**config.mk**
```make
export PLATFORM = sky130hd
export DESIGN_NAME = spi_master_ctrl
export DESIGN_NICKNAME = d
export VERILOG_FILES = /design/src/rtl/spi_master_ctrl.sv
export SDC_FILE = /design/constraint.sdc
export NUM_CORES = 1
export LEC_CHECK = 0
export CORE_AREA = 4 4 90 67
export CTS_BUF_LIST = sky130_fd_sc_hd__clkbuf_8
export CTS_CLUSTER_SIZE = 20
export DETAILED_ROUTE_END_ITERATION = 6
export DIE_AREA = 0 0 94 71
export PLACE_DENSITY = 0.77
export SLEW_MARGIN = 20
export SYNTH_ARGS = -nofsm -noshare
export SYNTH_HDL_FRONTEND = slang
export SYNTH_SLANG_ARGS = --single-unit
```
**constraint.sdc**
```tcl
create_clock -name CLK -period 1.5 [get_ports CLK]
set_input_delay 0.375 -clock CLK [delete_from_list [all_inputs] [get_ports CLK]]
set_output_delay 0.375 -clock CLK [all_outputs]
set_load 0.02 [all_outputs]
```
**src/rtl/spi_master_ctrl.sv**
```systemverilog
// spi_master_ctrl
// SPI mode-0 master for the SPI slave register-access frame. A frame has three
// WIDTH-bit words sent MSB first: command, address, data. One Start pulse makes
// one full SS/SCLK/MOSI frame. On a read frame, the last WIDTH bits captured
// from MISO are returned on Rd_Data.
//
// Optional feature (macro SPI_MASTER_BURST_EN): adds Burst_Next/Burst_Data.
// These extend a frame with more data words while SS stays low.
//
// Ports:
//   CLK        system clock, rising edge
//   RST        asynchronous active-low reset
//   Start      request pulse, accepted only while Busy=0
//   Op_Rd      1=read frame, 0=write frame (sampled with Start)
//   Address    register address (sampled with Start)
//   Wr_Data    write data (sampled with Start)
//   MISO       serial data from the slave
//   SCLK       serial clock, idle low
//   SS         slave select, active low
//   MOSI       serial data to the slave
//   Busy       frame in progress
//   Done       one-cycle pulse at the end of each data word
//   Rd_Data    last read data word
//   Burst_Next (burst build) continue with another data word
//   Burst_Data (burst build) next write data word
//
// state    | meaning
// ---------+------------------------------------------------------------
// IDLE     | SS high, waiting for Start
// SETUP    | SS low, SCLK low for CLK_DIV cycles before the first edge
// SHIFT_HI | SCLK high; MISO sampled on the first cycle
// SHIFT_LO | SCLK low; MOSI already advanced; end of frame decided here
module spi_master_ctrl #(
    parameter int WIDTH   = 8,
    parameter int CLK_DIV = 2,
    parameter int WR_CMD  = 1,
    parameter int RD_CMD  = 2
) (
    input  logic             CLK,
    input  logic             RST,
    input  logic             Start,
    input  logic             Op_Rd,
    input  logic [WIDTH-1:0] Address,
    input  logic [WIDTH-1:0] Wr_Data,
    input  logic             MISO,
`ifdef SPI_MASTER_BURST_EN
    input  logic             Burst_Next,
    input  logic [WIDTH-1:0] Burst_Data,
`endif
    output logic             SCLK,
    output logic             SS,
    output logic             MOSI,
    output logic             Busy,
    output logic             Done,
    output logic [WIDTH-1:0] Rd_Data
);

    localparam int FRAME = 3 * WIDTH;
    localparam int BCW   = $clog2(FRAME + 1);
    localparam int DW    = (CLK_DIV > 1) ? $clog2(CLK_DIV) : 1;

    localparam logic [DW-1:0]  DIV_LOAD   = DW'(CLK_DIV - 1);
    localparam logic [BCW-1:0] BIT_LAST   = BCW'(FRAME);
    localparam logic [BCW-1:0] BIT_BURST  = BCW'(2 * WIDTH);

    typedef enum logic [1:0] {
        IDLE     = 2'd0,
        SETUP    = 2'd1,
        SHIFT_HI = 2'd2,
        SHIFT_LO = 2'd3
    } state_t;

    state_t             state;
    logic [FRAME-1:0]   shift_reg;
    logic [WIDTH-1:0]   rx_reg;
    logic [DW-1:0]      div_cnt;
    logic [BCW-1:0]     bit_cnt;
    logic               op_rd;

    logic [WIDTH-1:0]   cmd_word;
    logic [WIDTH-1:0]   data_word;
    logic               burst_go;
    logic [WIDTH-1:0]   burst_word;

    assign cmd_word  = Op_Rd ? WIDTH'(RD_CMD) : WIDTH'(WR_CMD);
    assign data_word = Op_Rd ? '0 : Wr_Data;

`ifdef SPI_MASTER_BURST_EN
    assign burst_go   = Burst_Next;
    assign burst_word = op_rd ? '0 : Burst_Data;
`else
    assign burst_go   = 1'b0;
    assign burst_word = '0;
`endif

    always_ff @(posedge CLK or negedge RST) begin
        if (!RST) begin
            state     <= IDLE;
            shift_reg <= '0;
            rx_reg    <= '0;
            div_cnt   <= '0;
            bit_cnt   <= '0;
            op_rd     <= 1'b0;
            SCLK      <= 1'b0;
            SS        <= 1'b1;
            MOSI      <= 1'b0;
            Busy      <= 1'b0;
            Done      <= 1'b0;
            Rd_Data   <= '0;
        end else begin
            Done <= 1'b0;
            case (state)
                IDLE: begin
                    if (Start) begin
                        op_rd     <= Op_Rd;
                        shift_reg <= {cmd_word, Address, data_word};
                        MOSI      <= cmd_word[WIDTH-1];
                        SS        <= 1'b0;
                        Busy      <= 1'b1;
                        div_cnt   <= DIV_LOAD;
                        bit_cnt   <= '0;
                        state     <= SETUP;
                    end
                end

                SETUP: begin
                    if (div_cnt == '0) begin
                        SCLK    <= 1'b1;
                        div_cnt <= DIV_LOAD;
                        state   <= SHIFT_HI;
                    end else begin
                        div_cnt <= div_cnt - 1'b1;
                    end
                end

                SHIFT_HI: begin
                    // The first cycle of the high phase is the cycle after SCLK rose.
                    // A mode-0 slave has held MISO stable since the previous fall.
                    if (div_cnt == DIV_LOAD) begin
                        rx_reg  <= {rx_reg[WIDTH-2:0], MISO};
                        bit_cnt <= bit_cnt + 1'b1;
                    end
                    if (div_cnt == '0) begin
                        SCLK      <= 1'b0;
                        div_cnt   <= DIV_LOAD;
                        // Zeros shift in from the bottom, so MOSI drops to 0 after the last bit.
                        shift_reg <= shift_reg << 1;
                        MOSI      <= shift_reg[FRAME-2];
                        state     <= SHIFT_LO;
                    end else begin
                        div_cnt <= div_cnt - 1'b1;
                    end
                end

                SHIFT_LO: begin
                    if (div_cnt != '0) begin
                        div_cnt <= div_cnt - 1'b1;
                    end else if (bit_cnt == BIT_LAST) begin
                        Done <= 1'b1;
                        if (op_rd) begin
                            Rd_Data <= rx_reg;
                        end
                        if (burst_go) begin
                            // Rewind the bit count so that exactly one more data word follows.
                            shift_reg <= {burst_word, {(2 * WIDTH){1'b0}}};
                            MOSI      <= burst_word[WIDTH-1];
                            bit_cnt   <= BIT_BURST;
                            SCLK      <= 1'b1;
                            div_cnt   <= DIV_LOAD;
                            state     <= SHIFT_HI;
                        end else begin
                            SS    <= 1'b1;
                            Busy  <= 1'b0;
                            MOSI  <= 1'b0;
                            state <= IDLE;
                        end
                    end else begin
                        SCLK    <= 1'b1;
                        div_cnt <= DIV_LOAD;
                        state   <= SHIFT_HI;
                    end
                end

                default: state <= IDLE;
            endcase
        end
    end

endmodule

```
==> flow_summary_export.csv <==
group,metric,value,unit
status,status,"finished with violations",
status,violations,"negative setup slack",
synthesis,yosysTopAreaCell,"dfrtp_1",
timing,worstMarginPinSlew,0.579,ns
grt,grt_first_pass_wirelength,9.53,mm
synthesis,synth_compound_area_share,14.3,%
timing,timing.final.ws_setup,-0.143,ns
worst_setup_path,r2r_slack,-0.14,ns
worst_setup_path,worst_path_dominant_cell_family,"compound AO/OA/AOI/OAI gates",
worst_setup_path,end_kind,"register",
cells_and_area,regArea,1330,sq um
cells_and_area,multi_input_area,1390,sq um
synthesis,yosys.area_share.adder,3.97,%
cells_and_area,final_common_cell,"dfrtp_1",
worst_setup_path,r2r_cells,7,
route,dr.first_iter.drc_count,109,
worst_setup_path,path_buf_inv,2,
grt,track_usage,17.8,%
cells_and_area,largest_reg_flops,23,
worst_setup_path,cp.required,1.70,ns
timing,maxSlewHeadroom,61.4,%
timing,hold_viol,0,
grt,met3_usage,3.93,%
timing,rsz0062_at_grt,"yes",
cells_and_area,areaGrowthSynthToFinish,45.1,%
synthesis,ys_async_sr_fraction,100,%
synthesis,synthTopCellsByArea,"dfrtp_1 (52%), mux2_2 (7.6%), mux2i_1 (4.4%)",
power_and_ir_drop,power_density,701,nW/um^2
place,place_ws,-0.335,ns
grt,grt_use_met2,29.3,%
grt,globalRoute.busiestLayer,"met2",
route,vias,1986,
cells_and_area,final_cell_mix,"dfrtp_1 (51), buf_4 (28), clkdlybuf4s50_1 (19)",
synthesis,ys_seq_area_share,52.7,%
worst_setup_path,worstSetupPathType,"register to register",
synthesis,synthFlopType,"dfrtp_1",
synthesis,ys_warn_count,0,
synthesis,synth-edff-count,0,
power_and_ir_drop,p_leak,1.73,nW
timing,max_freq,0.609,GHz
cells_and_area,fillers,384,
grt,grt_pass1_vias,2003,
synthesis,synth_xor_area_share,0.695,%
route,drc,0,
timing,setup_viol,33,
cells_and_area,fin_util,71.4,%
route,ant_nets,0,
place,io_buffer_count,33,
die,dieArea,6670,sq um
worst_setup_path,crit_path_start_kind,"register",
cells_and_area,final_nets,327,
die,rows,22,
worst_setup_path,critical_path_peak_fanout,6,
timing,setup_tns,-2.70,ns
synthesis,synth_simple_gate_area_share,12.3,%
cts,htree_levels,2,
die,core,5120,sq um
route,wl_per_cell,16.4,microns
timing,fin_crit,1.64,ns
place,hpwl,3.60,mm
synthesis,syn_area,2520,sq um
worst_setup_path,rr_endpoint,"state[1]",
worst_setup_path,critPathLaunch,"state[1]",
synthesis,synth_top_area_share,51.6,%
route,wl,6.08,mm
worst_setup_path,critPathSlowestCell,"dfrtp_2",
power_and_ir_drop,power,2.56,mW
synthesis,syn_area_per_cell,11.1,sq um
cts,clock_path_buffers,2,
cts,cts_buffers,5,
cts,numClockSinks,53,
timing,fin_crit_sh,110,%
die,die_x,94,microns
cts,clk_pin_slew,0.10,ns
power_and_ir_drop,vdd_drop_max,0.000510,V
place,globalplace.congestion,0.773,
cts,cts_hold_buf,0,
route,routed_via_density,5.35,
grt,antenna_found_initial,0,
synthesis,synth-seq-cells,53,
synthesis,syn_inst,228,
die,fp.dieH,71,microns
cells_and_area,layout-drive-gt1-share,44.1,%
worst_setup_path,crit_chain,"buf_6 -> ha_4 -> buf_6 -> o21a_4 -> nor2_4 -> a31oi_4 -> a41o_1",
min_path,worstHoldPathType,"primary input to async pin",
timing,skew,0.0102,ns
grt,grt_max_degree,54,
cts,cts_root_buf,"clkbuf_8",
grt,grt.overflow.total,0,
synthesis,syn_nets,257,
worst_setup_path,cpMostUsedCell,"buf_6",
grt,grtUsageMet1,23.7,%
timing,hold_ws,0.0343,ns
worst_setup_path,r2r_start,"state[1]",
worst_setup_path,critPathMaxStageDelay,0.46,ns
route,first_pass_iters,4,
flow_run,cap_violations,0,
cells_and_area,diodes,0,
synthesis,synth_cell_type_count,37,
worst_setup_path,crit_arrival,1.84,ns
synthesis,muxShareOfSynthArea,12.0,%
timing,slew_viol_final,0,
worst_setup_path,endpoint,"state[1]",
worst_setup_path,worst-path-stages,7,
cts,cts_tree,"yes",
die,io_pins,34,
synthesis,synth_top_family_by_area,"compound AO/OA/AOI/OAI gates",
die,start_util,49.2,%
cts,clk_latency,0.31,ns
[cell type report]
type                       instances  area share (%)
multi-input combinational        155            38.1
clock inverter                     2           0.924
clock buffer                       6            2.26
timing repair buffer              74            18.9
sequential                        53            36.3
tap                               72            2.46
inverter                           9           0.992
[Yosys cell counts, types with 5 or more instances]
cell type,number
nor2_1,26
mux2i_1,11
ha_1,8
mux2_2,17
a22oi_1,7
a21oi_1,21
inv_1,9
a22o_1,5
o21ai_0,12
dfrtp_1,52
nand2_1,19
[what timing repair did]
action,4_1_cts,5_1_grt
pin swaps,14,11
gates cloned,2,0
setup endpoints to repair,54,51
gates resized for setup,39,62
setup buffers,6,6
[layer usage]
layer | routed length [microns] | vias to the layer above | share of wire (%)
met3 | 232 | 11 | 3.8
met1 | 2710 | 987 | 44
met5 | 0 | - | 0
met4 | 108 | 0 | 1.8
met2 | 3040 | 48 | 50
li1 | - | 940 | -
[worst min-delay path by stage]
stage	cells after the start	to	slack, ns
floorplan	0	Busy	0.08
global placement	2	state[0]	0.39
detailed placement	2	Busy	0.39
CTS	2	Rd_Data[5]	0.04
global route	2	Rd_Data[4]	0.05
finish	2	Busy	0.03
[where the power goes]
| part | internal [mW] | switching, mW |
|---|---|---|
| clock network | 0.538 | 0.470 |
| registers | 1.44 | 0.00760 |
| logic | 0.0634 | 0.0453 |
[worst register-to-register path, cell delays in order, from the launching register on]
cell and delay [ns]:
dfrtp_2 0.46, buf_6 0.13, ha_4 0.16, buf_6 0.13
o21a_4 0.21, nor2_4 0.11, a31oi_4 0.10, a41o_1 0.23
[stage by stage]
stage / area [sq um] / instances
2_1_floorplan: 2580 / 228
3_3_place_gp: 3180 / 353
3_5_place_dp: 3180 / 353
4_1_cts: 3450 / 369
5_1_grt: 3660 / 371
6_report: 3660 / 371
[logic make-up after synthesis]
kind of cell / Yosys count
compound gates: 57
xor+xnor: 2
fa+ha+maj: 8
buf+inv: 21
flops: 53
mux: 28
simple gates: 59
Note: power is estimated with default switching activity, not from simulation.
